`src/rtl/mux8_rr_arbiter.sv`:
```
// ----------------------------------------------------------------------------
// mux8_rr_arbiter
//
// Round-robin arbiter for eight requesters with a 1-bit 8:1 datapath mux.
// The granted requester keeps ownership for at most MAX_BEATS transfers,
// or until it drops its request. At least one IDLE cycle always separates
// two grants.
//
// Parameters
//   MAX_BEATS  maximum transfers per grant (1..15)
//
// Ports
//   clk        clock; all state changes on its rising edge
//   rst        synchronous, active-high reset
//   req[7:0]   request lines, one per requester
//   data_in    one data bit per requester (8:1 datapath inputs)
//   out_ready  sink accepts the current beat
//   gnt[7:0]   registered one-hot grant
//   out_sel    registered index of the granted requester (held in IDLE)
//   out_valid  busy AND req[out_sel]
//   out_data   data_in[out_sel] while busy, else 0
//   busy       high while a grant is active
// ----------------------------------------------------------------------------
module mux8_rr_arbiter #(
    parameter int MAX_BEATS = 4
) (
    input  logic       clk,
    input  logic       rst,
    input  logic [7:0] req,
    input  logic [7:0] data_in,
    input  logic       out_ready,
    output logic [7:0] gnt,
    output logic [2:0] out_sel,
    output logic       out_valid,
    output logic       out_data,
    output logic       busy
);

    localparam logic [0:0] IDLE = 1'b0;
    localparam logic [0:0] BUSY = 1'b1;

    localparam logic [3:0] LAST_BEAT = 4'(MAX_BEATS - 1);

    logic [0:0] state_reg,    state_next;
    logic [2:0] last_reg,     last_next;
    logic [3:0] beat_cnt_reg, beat_cnt_next;
    logic [7:0] gnt_reg,      gnt_next;
    logic [2:0] out_sel_reg,  out_sel_next;

    // ------------------------------------------------------------------
    // Round-robin search.
    // rot_req[k] is the request of requester (last+1+k) mod 8, so the
    // lowest set bit of rot_req is the winner. For k=7 the index wraps
    // back to last itself, which lets a lone persistent requester win again.
    // ------------------------------------------------------------------
    logic [7:0] rot_req;
    logic [2:0] win_off;
    logic [2:0] winner;
    logic [7:0] winner_onehot;

    genvar gi;
    generate
        for (gi = 0; gi < 8; gi++) begin : g_rot
            logic [2:0] idx;
            assign idx         = last_reg + 3'(gi + 1);
            assign rot_req[gi] = req[idx];
        end

        for (gi = 0; gi < 8; gi++) begin : g_onehot
            assign winner_onehot[gi] = (winner == 3'(gi));
        end
    endgenerate

    always_comb begin
        win_off = 3'd0;
        // Descending scan so the lowest set offset wins.
        for (int k = 7; k >= 0; k--) begin
            if (rot_req[k]) begin
                win_off = 3'(k);
            end
        end
        winner = last_reg + win_off + 3'd1;
    end

    // ------------------------------------------------------------------
    // Datapath and handshake. Reset gates the combinational outputs so
    // nothing looks active (and no transfer happens) during a reset cycle,
    // even if the registers still hold BUSY.
    // ------------------------------------------------------------------
    logic owner_req;
    logic transfer;
    logic release_now;

    assign busy        = (state_reg == BUSY) && !rst;
    assign owner_req   = req[out_sel_reg];
    assign out_valid   = busy && owner_req;
    assign out_data    = busy ? data_in[out_sel_reg] : 1'b0;
    assign transfer    = out_valid && out_ready;
    // Release when the owner withdraws, or on the final allowed transfer.
    assign release_now = busy && (!owner_req || (transfer && (beat_cnt_reg == LAST_BEAT)));

    assign gnt     = gnt_reg;
    assign out_sel = out_sel_reg;

    // ------------------------------------------------------------------
    // Next-state logic
    // ------------------------------------------------------------------
    always_comb begin
        state_next    = state_reg;
        last_next     = last_reg;
        beat_cnt_next = beat_cnt_reg;
        gnt_next      = gnt_reg;
        out_sel_next  = out_sel_reg;

        case (state_reg)
            IDLE: begin
                if (|req) begin
                    state_next    = BUSY;
                    out_sel_next  = winner;
                    gnt_next      = winner_onehot;
                    beat_cnt_next = 4'd0;
                end
            end
            BUSY: begin
                if (release_now) begin
                    // out_sel is left alone so the datapath select holds.
                    state_next    = IDLE;
                    last_next     = out_sel_reg;
                    gnt_next      = 8'd0;
                    beat_cnt_next = 4'd0;
                end else if (transfer) begin
                    beat_cnt_next = beat_cnt_reg + 4'd1;
                end
            end
            default: begin
                state_next = IDLE;
                gnt_next   = 8'd0;
            end
        endcase
    end

    // ------------------------------------------------------------------
    // State registers. last resets to 7 so the first search starts at 0.
    // ------------------------------------------------------------------
    always_ff @(posedge clk) begin
        if (rst) begin
            state_reg    <= IDLE;
            last_reg     <= 3'd7;
            beat_cnt_reg <= 4'd0;
            gnt_reg      <= 8'd0;
            out_sel_reg  <= 3'd0;
        end else begin
            state_reg    <= state_next;
            last_reg     <= last_next;
            beat_cnt_reg <= beat_cnt_next;
            gnt_reg      <= gnt_next;
            out_sel_reg  <= out_sel_next;
        end
    end

endmodule

```
`config.mk`:
```
export PLATFORM = sky130hd
export DESIGN_NAME = mux8_rr_arbiter
export DESIGN_NICKNAME = d
export VERILOG_FILES = /design/src/rtl/mux8_rr_arbiter.sv
export SDC_FILE = /design/constraint.sdc
export NUM_CORES = 1
export LEC_CHECK = 0
export ABC_AREA = 1
export BUFFER_PORTS_ARGS = -buffer_cell sky130_fd_sc_hd__buf_2
export CAP_MARGIN = 5
export CORE_AREA = 5 5 52 72
export CTS_CLUSTER_SIZE = 16
export DETAILED_ROUTE_END_ITERATION = 8
export DIE_AREA = 0 0 57 77
export PLACE_DENSITY_LB_ADDON = 0.3
export SYNTH_ARGS = -nofsm -noshare
export SYNTH_HDL_FRONTEND = slang
export SYNTH_SLANG_ARGS = --single-unit
```
`constraint.sdc`:
```
create_clock -name clk -period 3.9 [get_ports clk]
set_input_delay 0.975 -clock clk [delete_from_list [all_inputs] [get_ports clk]]
set_output_delay 0.975 -clock clk [all_outputs]
set_load 0.05 [all_outputs]
```
==> results of run 1 <==
[synthesized netlist by cell type, types with 2 or more instances]
cell type  number
nand2_2        11
dfxtp_1        19
o21ai_0        11
nand3_2         4
buf_6           3
nor3_1          2
xor2_1          2
a21oi_1        15
a31oi_1         2
inv_1          22
nand2_1        74
nor2_2          2
ha_1            4
nor2_1         21
inv_2           5
nand3_1        39
[placed cells by master (no fill, tap or decap), drive strengths merged]
cell / n
ha: 4
nand3: 43
o22ai: 1
o21bai: 1
nand2: 85
and3: 1
xor2: 3
nor3: 2
a21oi: 16
inv: 28
buf: 33
o211ai: 1
clkbuf: 4
o21ai: 12
xnor2: 1
nor2: 23
a31oi: 2
dfxtp: 19
fa: 1
nand4: 1
[worst min-delay path: stages, from the launching register on]
cell and delay [ns]:
dfxtp_1 0.31, nand2_1 0.06, a21oi_1 0.05
[report_power, final]
part	switching (W)	total, W	leakage (nW)	internal, W
combinational	0.000768	0.00113	0.701	0.000366
clock	0.0000597	0.000132	0.0228	0.0000725
sequential	0.0000740	0.000321	0.155	0.000247
[area by class of cell]
type / instances / share of cell area
flip-flops and latches: 19 / 0.2170
multi-input cells: 197 / 0.5710
clock buffers: 4 / 0.02570
well taps: 39 / 0.02784
inverters: 28 / 0.06281
repair buffers: 33 / 0.09565
[stage by stage]
stage | instance area, um2 | hold WS, ns
6_report | 1753 | 0.4641
5_1_grt | 1753 | 0.4801
4_1_cts | 1753 | 0.4662
3_5_place_dp | 1708 | 0.4556
3_3_place_gp | 1708 | 0.4538
2_1_floorplan | 1541 | 0.4530
[final timing paths]
path	from	end	slack [ns]	cells past startpoint
min	gnt[4]	gnt[4]	0.46	2
max reg2reg	last_reg[1]	gnt[3]	0.73	18
max	last_reg[1]	gnt[3]	0.73	18
min reg2reg	gnt[4]	gnt[4]	0.46	2
[routing by layer]
metal,global-route usage,wire (um),vias to the layer above
met5,0,0,-
met4,0.09281,108,0
met3,0.02689,127,11
met2,0.3307,1963,38
met1,0.1850,1512,731
li1,-,-,872
[logic make-up (layout without fill, tap and decap cells)]
family	Yosys count	count (layout)	share of synthesized area
compound gates	33	33	0.1177
xor+xnor	4	4	0.03491
fa+ha+maj	5	5	0.04546
buf+inv	34	65	0.1039
flops	19	19	0.2468
simple gates	155	155	0.4513
==> qor.csv, run 1 <==
metric;value;unit
first-pass GRT wire length;6.423;mm
multi-input logic area;1001;um2
crit-path max cell delay;0.50;ns
total grt overflow;0;
Post-Place Worst Slack;0.6862;ns
final cell count without fillers;320;
DR vias;1652;
setup violators final;0;
DR WL/cell;11.60;um
Slew @ Worst Pin;0.5023;ns
cts repair resizes;0;
Crit. End Element;flop;
total power draw;0.001587;W
Buf/Inv on CP;3;
Synth Register Bits;19;
fillcell total;330;
CTS sink count;19;
CTS tree;built;
share of post-route cells with drive strength above 1;0.2206;
fraction of registers with async set/reset;0;
critical path startpoint category;flop;
FMAX;0.3153;GHz
top cell family by delay on the critical path;adder cells;
CP max FO;8;
leak pwr;0.8794;nW
Max-Cap Viols;0;
Hold Path Class;flop to flop;
Final Routed Wirelength;3.712;mm
nets@finish;306;
Area growth syn-to-layout;13.72;%
HPWL after DPL;3.027;mm
num rows;24;
Post-route DRC;0;
Fin Setup TNS;0;ns
CP arrival;3.35;ns
status;completed;
Worst Path Required;4.08;ns
VDD IR-drop max;0.6222;mV
Fin. Hold Viols;0;
main flop type after synthesis;dfxtp_1;
clock-pin transition on the worst setup and hold timing paths;0.07;ns
clock root buffer;clkbuf_8;
Yosys top cell area share;0.2468;
Cell variety after synth;30;
worst skew pair latency;0.25;ns
Routability Congestion;0.9004;
power density over the cells;905.3;nW/um2
post-layout min period;3.171;ns
H-tree depth;1;
Cells after Synth;250;
initial antenna violation count;0;
Post-Syn Nets;274;
max reg flops;8;
Starting Density;0.5033;
setup ws final;0.7287;ns
Rel. slew slack;0.6647;
ANT cells;0;
CTS Hold Bufs;0;
Final Util;0.5723;
placed cells;316;
DIE AREA;4389;um2
Layout Skew;0.002540;ns
vias per std cell;5.163;
gr usage total;0.1780;
synth warn;0;
Worst Setup Path Type;flop to flop;
largest cells by area after synthesis;dfxtp_1 (25%), nand2_1 (18%), nand3_1 (13%);
final-report max-slew violation count;0;
vias in the first global route;1599;
core area;3063;um2
Ports;33;
slowest CP cell;dfxtp_1;
Post-CTS Setup Bufs;0;
register area share after synthesis;0.2468;
CP Cell Sequence;inv_2 > ha_1 > inv_1 > nand3_1 > nand3_1 > a31oi_1 > o21ai_0 > nand2_1 > nand2_1 > nand2_1 > ha_1 > fa_1 > xor2_1 > inv_1 > nand3_2 > nand2_2 > nand2_1 > a21oi_1;
RSZ-0062 raised after global routing;no;
Pre-antenna DRT Iters;4;
DIE WIDTH;57;um
CTS Buf Count;3;
DIE HEIGHT;77;um
Mapped Area;1541;um2
Yosys top cell by area;dfxtp_1;
Crit path top cell by count;nand2_1;
Final period util;0.8132;
average cell area after synthesis;6.166;um2
largest net degree at the start of global routing;13;
FF/Latch Area;380.4;um2
DRT iter0 DRCs;59;
Post-DRT Antenna Nets;0;
port bufs;32;
Max Root-Sink Buffers;2;
Post-synth EDFFs;0;
Note: power is estimated with default switching activity, not from simulation.
==> run 2, diff against run 1 <==
clock period = 3 ns   (was 3.9 ns; I/O delays follow)
==> qor.csv, run 2 (synthesized netlist as in run 1, its figures left out) <==
metric;value;unit;change
status;completed;;
setup violators final;0;;unchanged
share of post-route cells with drive strength above 1;0.2753;;+0.05462
Buf/Inv on CP;3;;unchanged
core area;3063;um2;unchanged
Slew @ Worst Pin;0.3615;ns;-0.1408 ns
Layout Skew;0.009987;ns;+0.007447 ns
RSZ-0062 raised after global routing;no;;
gr usage total;0.1774;;-0.0005194
Worst Path Required;3.18;ns;-0.90 ns
CP max FO;5;;-3
Max-Cap Viols;0;;unchanged
Rel. slew slack;0.7587;;+0.09401
worst skew pair latency;0.26;ns;about the same
power density over the cells;1187;nW/um2;+31%
Post-DRT Antenna Nets;0;;unchanged
Post-route DRC;0;;unchanged
Global Route met2 Usage;0.3215;;-0.009153
leak pwr;0.9171;nW;+4.3%
crit-path max cell delay;0.37;ns;-0.13 ns
Final period util;0.9050;;+0.09182
Fin. Hold Viols;0;;unchanged
slowest CP cell;dfxtp_2;;
critical path startpoint category;flop;;
grt met1 use;0.1967;;+0.01173
Pre-antenna DRT Iters;4;;unchanged
most common library cell in the layout ignoring fill and taps;nand2_1;;
FF-to-FF path depth;18;;unchanged
max reg flops;8;;unchanged
H-tree depth;1;;unchanged
CTS Buf Count;3;;unchanged
final-report max-slew violation count;0;;unchanged
Starting Density;0.5033;;unchanged
Routability Congestion;0.8605;;-4.4%
nets@finish;312;;+2.0%
Worst Setup Path Type;flop to flop;;
Worst Hold Path EP;gnt[5];;
ANT cells;0;;unchanged
Hold Path Class;flop to flop;;
Ports;33;;unchanged
crit path from;last_reg[0];;
DR vias;1654;;+0.12%
Worst R2R End;gnt[3];;
met3 global-route usage;0.01849;;-0.008403
top cell family by delay on the critical path;adder cells;;
total power draw;0.002193;W;+38%
slack of the worst reg-to-reg path;0.29;ns;-0.44 ns
vias in the first global route;1641;;+2.6%
CTS sink count;19;;unchanged
vias per std cell;5.074;;-1.7%
DRT iter0 DRCs;77;;+31%
CTS Hold Bufs;0;;unchanged
largest net degree at the start of global routing;13;;unchanged
DIE AREA;4389;um2;unchanged
first-pass GRT wire length;6.527;mm;+1.6%
worst r2r src;last_reg[0];;
Crit path top cell by count;nand2_1;;
total grt overflow;0;;unchanged
CP arrival;2.90;ns;-0.45 ns
Crit. End Element;flop;;
HPWL after DPL;2.993;mm;-1.1%
port bufs;32;;unchanged
Max Root-Sink Buffers;2;;unchanged
Final Routed Wirelength;3.674;mm;-1.0%
initial antenna violation count;0;;unchanged
post-layout min period;2.715;ns;-0.4564 ns
CTS tree;built;;
Area growth syn-to-layout;19.89;%;
worst min-delay path startpoint;gnt[5];;
clock root buffer;clkbuf_8;;
DIE HEIGHT;77;um;unchanged
DIE WIDTH;57;um;unchanged
most frequent cells in the layout;nand2_1 (74), nand3_1 (37), buf_2 (32);;
FMAX;0.3683;GHz;+17%
num rows;24;;unchanged
clock-pin transition on the worst setup and hold timing paths;0.08;ns;about the same
DR WL/cell;11.27;um;-2.8%
Fin Setup TNS;0;ns;unchanged
hold path depth;2;;unchanged
VDD IR-drop max;0.7777;mV;+25%
most used routing layer in global routing;met2;;
CP Cell Sequence;inv_6 > ha_1 > buf_4 > nand3_1 > nand3_1 > nand2_2 > o21ai_1 > nand2_1 > nand2_1 > nand2_1 > ha_1 > fa_2 > xor2_2 > inv_1 > nand3_4 > nand2_4 > nand2_1 > a21oi_1;;
[run 2: cell types whose count changed in the layout (fill, tap and decap cells not counted), sizes merged]
cell and change:
clkbuf -1, buf +6, clkinv +1
[run 2: how the worst max path moves through the flow]
stage / endpoint / cells after the start
after floorplan: out_data / 3
after global placement: gnt[1] / 18
after detailed placement: gnt[2] / 18
after CTS: gnt[2] / 18
after global routing: gnt[2] / 20
final: gnt[3] / 18
[run 2: per-layer routing]
layer  up-vias  wire [um]
li1        884          -
met1       732       1557
met2        28       1927
met3        10         73
met4         0        117
met5         -          0
[run 2: per-stage QoR]
stage | setup WS (ns) | instances | util | hold slack [ns] | cell area [um2]
6_report | 0.2851 | 326 | 0.6034 | 0.4600 | 1848
5_1_grt | 0.03391 | 326 | 0.6034 | 0.4787 | 1848
4_1_cts | 0.1242 | 326 | 0.5903 | 0.4626 | 1808
3_5_place_dp | 0.03839 | 322 | 0.5752 | 0.4512 | 1762
3_3_place_gp | 0.06941 | 322 | 0.5752 | 0.4509 | 1762
2_1_floorplan | 0.1798 | 250 | - | 0.4530 | 1550
[run 2: final cells by class]
cell class / count / area (um2)
tap: 39 / 48.80
inverter: 28 / 110.1
clock inverter: 1 / 5.005
timing repair buffer: 39 / 212.7
sequential: 19 / 381.6
clock buffer: 3 / 41.29
fill: 310 / 1215
multi-input combinational: 197 / 1049
[run 2: worst register-to-register path: cells and delay by family (launching register included)]
family          cells  cell delay [ns]
compound gates      2             0.25
buf+inv             3             0.28
flops               1             0.37
simple gates        9             0.74
fa+ha+maj           3             0.85
xor+xnor            1             0.16
[run 2: report_power, final]
| group | leakage, nW | total, W | internal [W] | switching, W |
|---|---|---|---|---|
| registers | 0.155 | 0.000400 | 0.000322 | 0.0000776 |
| clock network | 0.0255 | 0.000177 | 0.0000922 | 0.0000848 |
| logic | 0.737 | 0.00162 | 0.000554 | 0.00106 |
| total | 0.917 | 0.00219 | 0.000968 | 0.00123 |
[run 2: repair_timing]
| action | in CTS | in global routing |
|---|---|---|
| resized for setup | 0 | 11 |
| buffers inserted | 0 | 0 |
| setup endpoints to repair | 0 | 9 |
==> run 3, diff against run 2 <==
clock period = 2.7 ns   (was 3 ns; I/O delays follow)
==> qor.csv, run 3 (synthesized netlist as in run 1, its figures left out) <==
metric;value;unit;change
status;completed;;
Pre-antenna DRT Iters;4;;unchanged
Ports;33;;unchanged
Slew @ Worst Pin;0.3587;ns;-0.002780 ns
Placed Instance Area;1849;um2;+5.0%
Final Routed Wirelength;3.977;mm;+8.2%
vias in the first global route;1599;;-2.6%
Sequential Power Share;0.158;;-0.024
clock root buffer;clkbuf_8;;
Fin. Hold Viols;0;;unchanged
CTS Buf Count;3;;unchanged
H-tree depth;1;;unchanged
HPWL after DPL;3.142;mm;+5.0%
final-report max-slew violation count;0;;unchanged
Post-CTS Setup Bufs;0;;unchanged
DR vias;1743;;+5.4%
worst skew pair latency;0.25;ns;about the same
VDD IR-drop max;1.084;mV;+39%
share of post-route cells with drive strength above 1;0.3805;;+0.1052
initial antenna violation count;0;;unchanged
P_int;0.001279;W;+32%
DR WL/cell;11.84;um;+5.0%
leak pwr;0.9818;nW;+7.1%
CTS sink count;19;;unchanged
Worst Path Required;2.89;ns;-0.29 ns
num rows;24;;unchanged
max reg flops;8;;unchanged
first-pass GRT wire length;6.617;mm;+1.4%
NetSw;0.001566;W;+28%
setup violators final;0;;unchanged
Clk pwr share;0.069;;-0.012
CTS Hold Bufs;0;;unchanged
most frequent cells in the layout;nand2_1 (71), buf_2 (32), nand3_1 (29);;
DIE AREA;4389;um2;unchanged
Final period util;0.9523;;+0.04736
final cell count without fillers;336;;+3.1%
vias per std cell;5.188;;+2.2%
DIE WIDTH;57;um;unchanged
Worst Setup Path Type;flop to flop;;
core area;3063;um2;unchanged
Area growth syn-to-layout;33.60;%;
placed cells;332;;+3.1%
RSZ-0062 raised after global routing;yes;;
total grt overflow;0;;unchanged
CTS tree;built;;
Crit. End Element;flop;;
post-route design area;2059;um2;+11%
DRT iter0 DRCs;50;;-35%
Layout Skew;0.001490;ns;-0.008497 ns
largest net degree at the start of global routing;13;;unchanged
CP max FO;5;;unchanged
Max-Cap Viols;0;;unchanged
power density over the cells;1382;nW/um2;+16%
port bufs;32;;unchanged
ANT cells;0;;unchanged
Post-DRT Antenna Nets;0;;unchanged
Starting Density;0.5033;;unchanged
Rel. slew slack;0.7605;;+0.001856
CP arrival;2.77;ns;-0.13 ns
Post-route DRC;0;;unchanged
Max Root-Sink Buffers;2;;unchanged
post-layout min period;2.571;ns;-0.1436 ns
nets@finish;322;;+3.2%
Hold Path Class;flop to flop;;
most common library cell in the layout ignoring fill and taps;nand2_1;;
FMAX;0.3889;GHz;+5.6%
DIE HEIGHT;77;um;unchanged
gr usage total;0.1790;;+0.001597
critical path startpoint category;flop;;
clock-pin transition on the worst setup and hold timing paths;0.07;ns;about the same
hold slack;0.4575;ns;-0.002455 ns
sw frac;0.5503;;-0.008490
Routability Congestion;0.8611;;about the same
total power draw;0.002845;W;+30%
Comb pwr share;0.773;;+0.036
## run 3: cell count changes in the layout (fill, tap and decap cells not counted), sizes merged
cell,change
buf,+10
## run 3: critical path: stages, from the launching register on
cell      delay, ns
dfxtp_4        0.38
inv_6          0.04
ha_4           0.33
nand3_2        0.12
nand3_1        0.12
nand2_2        0.06
buf_4          0.13
nor3_1         0.18
o21bai_1       0.11
fa_2           0.60
nand3_2        0.11
nor2_4         0.12
nand2_2        0.07
a21oi_2        0.12
## run 3: repair_timing
item,4_1_cts,5_1_grt
pin swaps,6,17
endpoints found under the setup margin,9,10
hold endpoints to repair,0,0
resized for setup,14,29
## run 3: final timing paths
kind	depth (start not counted)	slack, ns	startpoint	end
hold / removal	2	0.46	gnt[3]	gnt[3]
setup / recovery	13	0.13	last_reg[0]	gnt[0]
setup reg to reg	13	0.13	last_reg[0]	gnt[0]
hold reg to reg	2	0.46	gnt[3]	gnt[3]
## run 3: metal layers
| layer | GRT usage | routed length [um] | vias to the layer above |
|---|---|---|---|
| met5 | 0 | 0 | - |
| met4 | 0.05568 | 79 | 0 |
| met3 | 0.02017 | 102 | 8 |
| met2 | 0.3352 | 2199 | 29 |
| met1 | 0.2047 | 1595 | 806 |
| li1 | - | - | 900 |
## run 3: metrics by stage
stage	TNS [ns]	util	setup WS (ns)
3_3_place_gp	-0.8134	0.6038	-0.1289
6_report	0	0.6724	0.1287
4_1_cts	0	0.6332	0.04486
5_1_grt	-0.3769	0.6724	-0.06977
2_1_floorplan	0	-	0.02981
3_5_place_dp	-1.079	0.6038	-0.1550
## run 3: final cells by class
cell class,instances,area [um2]
timing repair buffer,49,295.3
multi-input combinational,197,1167
clock inverter,1,5.005
fill,300,1003
inverter,28,115.1
sequential,19,386.6
tap,39,48.80
clock buffer,3,41.29
## run 3: power by group through the flow
stage / sequential, W / combinational (W) / clock, W
2_1_floorplan: 0.000588 / 0.00126 / 0
3_3_place_gp: 0.000448 / 0.00184 / 0
3_5_place_dp: 0.000448 / 0.00186 / 0
4_1_cts: 0.000446 / 0.00194 / 0.000200
5_1_grt: 0.000464 / 0.00243 / 0.000215
6_report: 0.000450 / 0.00220 / 0.000196
